## src/rtl/mem_port_pkg.sv

```systemverilog
// Shared definitions for the memory port: mem_size encoding, read FSM states,
// default address limit and the store lane-mask helper.
package mem_port_pkg;

   // Bit positions inside the one-hot mem_size field (all zero means word)
   localparam int unsigned SizeByteS = 3;
   localparam int unsigned SizeByteU = 2;
   localparam int unsigned SizeHalfS = 1;
   localparam int unsigned SizeHalfU = 0;

   // Highest legal byte address
   localparam logic [31:0] AddrLimitDefault = 32'h0008_0000;

   typedef enum logic [2:0] {
      StIdle,
      StIssue,
      StWait,
      StResp,
      StRelease
   } rd_state_e;

   // Lane mask for a store of the given size, before shifting to its byte offset
   function automatic logic [3:0] store_mask(input logic [3:0] size);
      logic [3:0] mask;
      if (size[SizeByteS] || size[SizeByteU]) begin
         mask = 4'b0001;
      end else if (size[SizeHalfS] || size[SizeHalfU]) begin
         mask = 4'b0011;
      end else begin
         mask = 4'b1111;
      end
      return mask;
   endfunction

endpackage

```

## src/rtl/mem_port_load_align.sv

```systemverilog
// Load alignment: picks the addressed byte/half out of the SRAM word and
// sign- or zero-extends it; word loads pass straight through.
module load_align
   import mem_port_pkg::*;
(
   input  logic [31:0] rdata,
   input  logic [1:0]  offset,
   input  logic [3:0]  size,
   output logic [31:0] dout
);

   logic [31:0] shifted;

   // Shift the addressed lane down to bit 0, then extend according to size
   always_comb begin
      shifted = rdata >> {offset, 3'b000};
      if (size[SizeByteS]) begin
         dout = {{24{shifted[7]}}, shifted[7:0]};
      end else if (size[SizeByteU]) begin
         dout = {24'h0, shifted[7:0]};
      end else if (size[SizeHalfS]) begin
         dout = {{16{shifted[15]}}, shifted[15:0]};
      end else if (size[SizeHalfU]) begin
         dout = {16'h0, shifted[15:0]};
      end else begin
         dout = rdata;
      end
   end

endmodule

```

## src/rtl/mem_port.sv

```systemverilog
// Memory port between the control unit / shared bus and a synchronous SRAM.
// Reads run through a small FSM with a configurable number of wait states;
// writes are posted into a one-entry buffer and drained when no read is
// using the SRAM, so read and write strobes never overlap.
module mem_port
   import mem_port_pkg::*;
#(
   parameter int unsigned WAIT_STATES = 1,
   parameter logic [31:0] ADDR_LIMIT  = AddrLimitDefault
) (
   input  logic        clk,
   input  logic        reset,
   input  logic [31:0] addr,
   input  logic [31:0] bus_in,
   input  logic        mem_read,
   input  logic        mem_write,
   input  logic [3:0]  mem_size,
   input  logic        mem_addr_ready,
   output logic        mem_data_ready,
   output logic        mem_bus,
   output logic [31:0] mem_dout,
   output logic [16:0] sram_addr,
   output logic [31:0] sram_wdata,
   output logic [3:0]  sram_be,
   output logic        sram_re,
   output logic        sram_we,
   input  logic [31:0] sram_rdata
);

   localparam logic [3:0] WaitLoad = (WAIT_STATES > 0) ? 4'(WAIT_STATES - 1) : 4'd0;

   rd_state_e   state_q, state_d;
   logic [3:0]  wait_q, wait_d;
   logic [18:0] rd_addr_q;
   logic [3:0]  rd_size_q;

   logic        wr_valid_q, wr_valid_d;
   logic [18:0] wr_addr_q;
   logic [31:0] wr_data_q;
   logic [3:0]  wr_size_q;

   logic        addr_ok;
   logic        wr_load;
   logic        drain;
   logic        rd_accept;
   logic [31:0] ext_data;
   logic [31:0] wr_lanes;

   load_align u_load_align (
      .rdata  (sram_rdata),
      .offset (rd_addr_q[1:0]),
      .size   (rd_size_q),
      .dout   (ext_data)
   );

   // Request qualification and write-buffer control
   always_comb begin
      addr_ok = (addr <= ADDR_LIMIT);
      wr_load = mem_write & addr_ok;
      // The buffer only drains while the SRAM is not busy with a read
      drain   = wr_valid_q & ((state_q == StIdle) | (state_q == StRelease));
      // In IDLE any buffered write drains this very cycle, so only a write
      // arriving on the same edge has to hold the read off.
      rd_accept = (state_q == StIdle) & mem_read & mem_addr_ready & ~mem_write & addr_ok;
      wr_valid_d = wr_load | (wr_valid_q & ~drain);
   end

   // Read FSM next state and wait-state counter
   always_comb begin
      state_d = state_q;
      wait_d  = wait_q;
      unique case (state_q)
         StIdle: begin
            if (rd_accept) begin
               state_d = StIssue;
            end
         end
         StIssue: begin
            if (!mem_read) begin
               state_d = StIdle;
            end else if (WAIT_STATES > 0) begin
               state_d = StWait;
               wait_d  = WaitLoad;
            end else begin
               state_d = StResp;
            end
         end
         StWait: begin
            if (!mem_read) begin
               state_d = StIdle;
               wait_d  = 4'd0;
            end else if (wait_q == 4'd0) begin
               state_d = StResp;
            end else begin
               wait_d = wait_q - 4'd1;
            end
         end
         StResp: begin
            // A dropped mem_read here is a trap: skip RELEASE
            state_d = mem_read ? StRelease : StIdle;
         end
         StRelease: begin
            if (!mem_addr_ready) begin
               state_d = StIdle;
            end
         end
         default: state_d = StIdle;
      endcase
   end

   // State, latched read request and posted-write buffer
   always_ff @(posedge clk) begin
      if (reset) begin
         state_q    <= StIdle;
         wait_q     <= 4'd0;
         rd_addr_q  <= '0;
         rd_size_q  <= '0;
         wr_valid_q <= 1'b0;
         wr_addr_q  <= '0;
         wr_data_q  <= '0;
         wr_size_q  <= '0;
      end else begin
         state_q    <= state_d;
         wait_q     <= wait_d;
         wr_valid_q <= wr_valid_d;
         if (rd_accept) begin
            rd_addr_q <= addr[18:0];
            rd_size_q <= mem_size;
         end
         if (wr_load) begin
            wr_addr_q <= addr[18:0];
            wr_data_q <= bus_in;
            wr_size_q <= mem_size;
         end
      end
   end

   // Replicate store data across every lane it could land in
   always_comb begin
      if (wr_size_q[SizeByteS] || wr_size_q[SizeByteU]) begin
         wr_lanes = {4{wr_data_q[7:0]}};
      end else if (wr_size_q[SizeHalfS] || wr_size_q[SizeHalfU]) begin
         wr_lanes = {2{wr_data_q[15:0]}};
      end else begin
         wr_lanes = wr_data_q;
      end
   end

   // Output drive; everything is forced low while reset is asserted
   always_comb begin
      mem_data_ready = 1'b0;
      mem_bus        = 1'b0;
      mem_dout       = 32'h0;
      sram_addr      = 17'h0;
      sram_wdata     = 32'h0;
      sram_be        = 4'h0;
      sram_re        = 1'b0;
      sram_we        = 1'b0;
      if (!reset) begin
         if ((state_q == StResp) && mem_read) begin
            mem_data_ready = 1'b1;
            mem_bus        = 1'b1;
            mem_dout       = ext_data;
         end
         if (state_q == StIssue) begin
            sram_re   = 1'b1;
            sram_addr = rd_addr_q[18:2];
         end
         if (drain) begin
            sram_we    = 1'b1;
            sram_addr  = wr_addr_q[18:2];
            sram_be    = store_mask(wr_size_q) << wr_addr_q[1:0];
            sram_wdata = wr_lanes;
         end
      end
   end

endmodule

```

## config.mk

```make
export PLATFORM = sky130hd
export DESIGN_NAME = mem_port
export DESIGN_NICKNAME = d
export VERILOG_FILES = /design/src/rtl/mem_port_pkg.sv /design/src/rtl/mem_port_load_align.sv /design/src/rtl/mem_port.sv
export SDC_FILE = /design/constraint.sdc
export NUM_CORES = 1
export LEC_CHECK = 0
export CAP_MARGIN = 20
export CORE_ASPECT_RATIO = 0.75
export CORE_UTILIZATION = 45
export DETAILED_ROUTE_END_ITERATION = 6
export HOLD_SLACK_MARGIN = 0.02
export PLACE_DENSITY = 0.85
export SLEW_MARGIN = 10
export SYNTH_ARGS = -nofsm -noshare
export SYNTH_HDL_FRONTEND = slang
export SYNTH_SLANG_ARGS = --single-unit
```

## constraint.sdc

```tcl
create_clock -name clk -period 2.6 [get_ports clk]
set_clock_uncertainty 0.2 [all_clocks]
set_input_delay 0.52 -clock clk [delete_from_list [all_inputs] [get_ports clk]]
set_output_delay 0.52 -clock clk [all_outputs]
set_load 0.005 [all_outputs]
```

==> results.cfg, run 1 <==
[floorplanning]
rows = 33
core_um2 = 11150
die_area_um2 = 12120
die_x_um = 126.8
die_h_um = 95.61
ios = 194
initial_core_util_pct = 47.16

[timing]
grt_setup_unrepaired = yes
fmax_mhz = 369.7
fin_crit_sh_pct = 104.0
hold_ws_ns = 0.2768
setup_viol_count_final = 6
fin_ws_ns = -0.1046
fin_tns_setup_ns = -0.2002
finalHoldViolCount = 0
worst_pin_slew_ns = 0.4940
post-route-min-period_ns = 2.705
slew_viol_final = 0
relSlewSlack_pct = 67.07

[worst_setup_path]
critPathMaxFanout = 5
arrival_ns = 1.98
r2r-start = wait_q[0]
r2r_cells = 7
cp-endpoint = mem_dout[4]
crit_type = reg2out
regToRegSetupSlack_ns = 0.57
crit_start = rd_addr_q[1]
cp-start-kind = register
cp.required_ns = 1.88
cp-end-kind = primary output
reg2reg_to = wait_q[3]

[yosys]
synth_area_um2 = 5258
synth_nets = 751
syn_inst = 644
async_reset_ff_share_pct = 0
yosysMostFrequentCell = nand2b_1
synth_enable_flop_cells = 0
ys_top_cells_by_count = nand2b_1, dfxtp_1, mux2i_1, a21oi_1, nand2_1
synth_top_area_share_pct = 32.75
synth_ff_type = dfxtp_1
ys_seq_area_share_pct = 32.75
yosysTopAreaCell = dfxtp_1
syn_avg_cell_area_um2 = 8.164
ys_ff_latch = 86
synth_cell_types = 41
ys_warn_count = 0
synthTopCellsByArea = dfxtp_1, nand2b_1, mux2i_1

[final_layout]
finalNonFillerCells = 1030
fin_area_um2 = 8401
final_nets = 992
area_delta_synth_final_pct = 59.78
antennaDiodeCount = 0
drive_above_1_share_pct = 23.03

[clock_tree]
hold_buffers = 0
cts_tree = built
worst_skew_pair.late_latency_ns = 0.34
clock-sinks = 86
htreeDepth = 3
clkTransAtPathRegs_ns = 0.06
cts_max_path_buffers = 2
cts-root-buf = clkbuf_16
tritoncts.num_buffers = 9

[place]
numPortBuffers = 193
placed_cell_area_um2 = 7585
hpwl_um = 12240
dp_cells = 977
gp_congestion = 0.9490

[global_routing]
grt_usage_pct = 29.60
grt_overflow_total = 0
grt_pass1_wl_um = 28170
antenna_found_initial = 1
grt_pass1_vias = 5727
grt_max_degree = 72

[job]
drv_cap = 0

[routing]
wire_per_inst_um = 17.67
vias = 5659
ant_nets = 0
viasPerCell = 5.494
drcViolationCount = 0
drt_wl_total_um = 18200
drtIter0Drc = 359
drtPass1Iterations = 5

[worst_hold_path]
hp-class = reg2reg

[outcome]
outcome = finished, violations left
violations = setup timing

[power]
p_per_area_nw_per_um2 = 342.7
power.leakage_nw = 4.054
ir_drop_uv = 360.1
==> per-layer routing <==
layer,vias to the layer above,global-route usage [%],share of wire [%]
li1,2682,-,-
met1,2643,33.12,40
met2,284,54.12,49
met3,50,8.137,8.8
met4,0,11.21,2.7
met5,-,0,0
==> flip-flops by register name (all words and copies together) (netlist names) <==
name        count
wr_data_q      32
wr_addr_q      19
wr_valid_q      1
state_q         3
wr_size_q       4
rd_addr_q      19
rd_size_q       4
wait_q          4
==> cell type report <==
class | instances | area (um^2)
multi-input cells | 507 | 3565
clock buffers | 9 | 225.2
flip-flops and latches | 86 | 1737
inverters | 6 | 27.53
fillers | 808 | 2748
well taps | 140 | 175.2
repair buffers | 275 | 2616
clock inverters | 7 | 55.05
==> layout by cell type (no fill, tap or decap), types with 7 or more instances in the layout <==
| cell type | n |
|---|---|
| clkbuf_16 | 11 |
| buf_12 | 10 |
| buf_6 | 15 |
| and2_1 | 8 |
| nand2_1 | 61 |
| dlygate4sd2_1 | 62 |
| a21oi_2 | 18 |
| o21ai_0 | 7 |
| buf_2 | 19 |
| a21oi_1 | 46 |
| buf_4 | 51 |
| mux2i_1 | 78 |
| clkbuf_2 | 11 |
| a31oi_1 | 7 |
| a22o_1 | 17 |
| nand2b_1 | 150 |
| clkdlybuf4s50_1 | 96 |
| a22oi_2 | 7 |
| mux2_2 | 14 |
| dfxtp_1 | 78 |
| nor2_1 | 35 |
| nor4_1 | 7 |
==> worst max-delay path, stage by stage (launching register included) <==
cell and delay, ns:
dfxtp_4 0.38, buf_8 0.13, buf_4 0.13, buf_6 0.11, mux2_4 0.31, a22oi_2 0.18, nor2_1 0.06, a21oi_1 0.15
nor2_1 0.08, clkbuf_2 0.11
==> logic make-up after synthesis <==
kind of cell,count (synthesis),synth area share [%]
simple gates,297,30.65
compound gates,112,12.97
fa+ha+maj,2,0.4759
buf+inv,51,4.474
mux,96,18.68
flops,86,32.75
==> report_power, final <==
part	internal (W)	switching [W]
clock network	0.000658	0.000565
registers	0.00131	0.0000000440
logic	0.000213	0.000129
==> stage by stage <==
| step | power, W | utilization [%] | setup slack, ns |
|---|---|---|---|
| after floorplan | 0.001457 | - | 0.1735 |
| after CTS | 0.002889 | 74.24 | -0.1261 |
| after global routing | 0.002977 | 75.35 | -0.1385 |
| after global placement | 0.001663 | 68.04 | -0.4075 |
| final | 0.002879 | 75.35 | -0.1046 |
| after detailed placement | 0.001673 | 68.04 | -0.4817 |
==> timing repair <==
| item | CTS | global route |
|---|---|---|
| pin swaps | 7 | 19 |
| gates resized for setup | 205 | 61 |
| cloned | 6 | 2 |
| setup endpoints to repair | 88 | 41 |
| buffers inserted | 22 | 10 |
==> worst min-delay path by stage <==
stage	start	to	slack [ns]	cells after the start
detailed placement	rd_addr_q[13]	rd_addr_q[13]	0.27	2
floorplan	wait_q[1]	wait_q[1]	0.24	2
CTS	rd_addr_q[13]	rd_addr_q[13]	0.28	2
global route	wr_data_q[16]	wr_data_q[16]	0.30	2
finish	wr_data_q[25]	wr_data_q[25]	0.28	2
global placement	wait_q[1]	wait_q[1]	0.26	2
Power figures use the tool's default switching activity.
==> run 2, diff against run 1 <==
--- a/config.mk
+++ b/config.mk
@@ -5,7 +5,7 @@
 export SDC_FILE = /design/constraint.sdc
 export NUM_CORES = 1
 export LEC_CHECK = 0
-export CAP_MARGIN = 20
+export CAP_MARGIN = 25
 export CORE_ASPECT_RATIO = 0.75
 export CORE_UTILIZATION = 45
 export DETAILED_ROUTE_END_ITERATION = 6
==> results of run 2 <==
The final DEF is identical to that of run 1; final timing and power are the same.
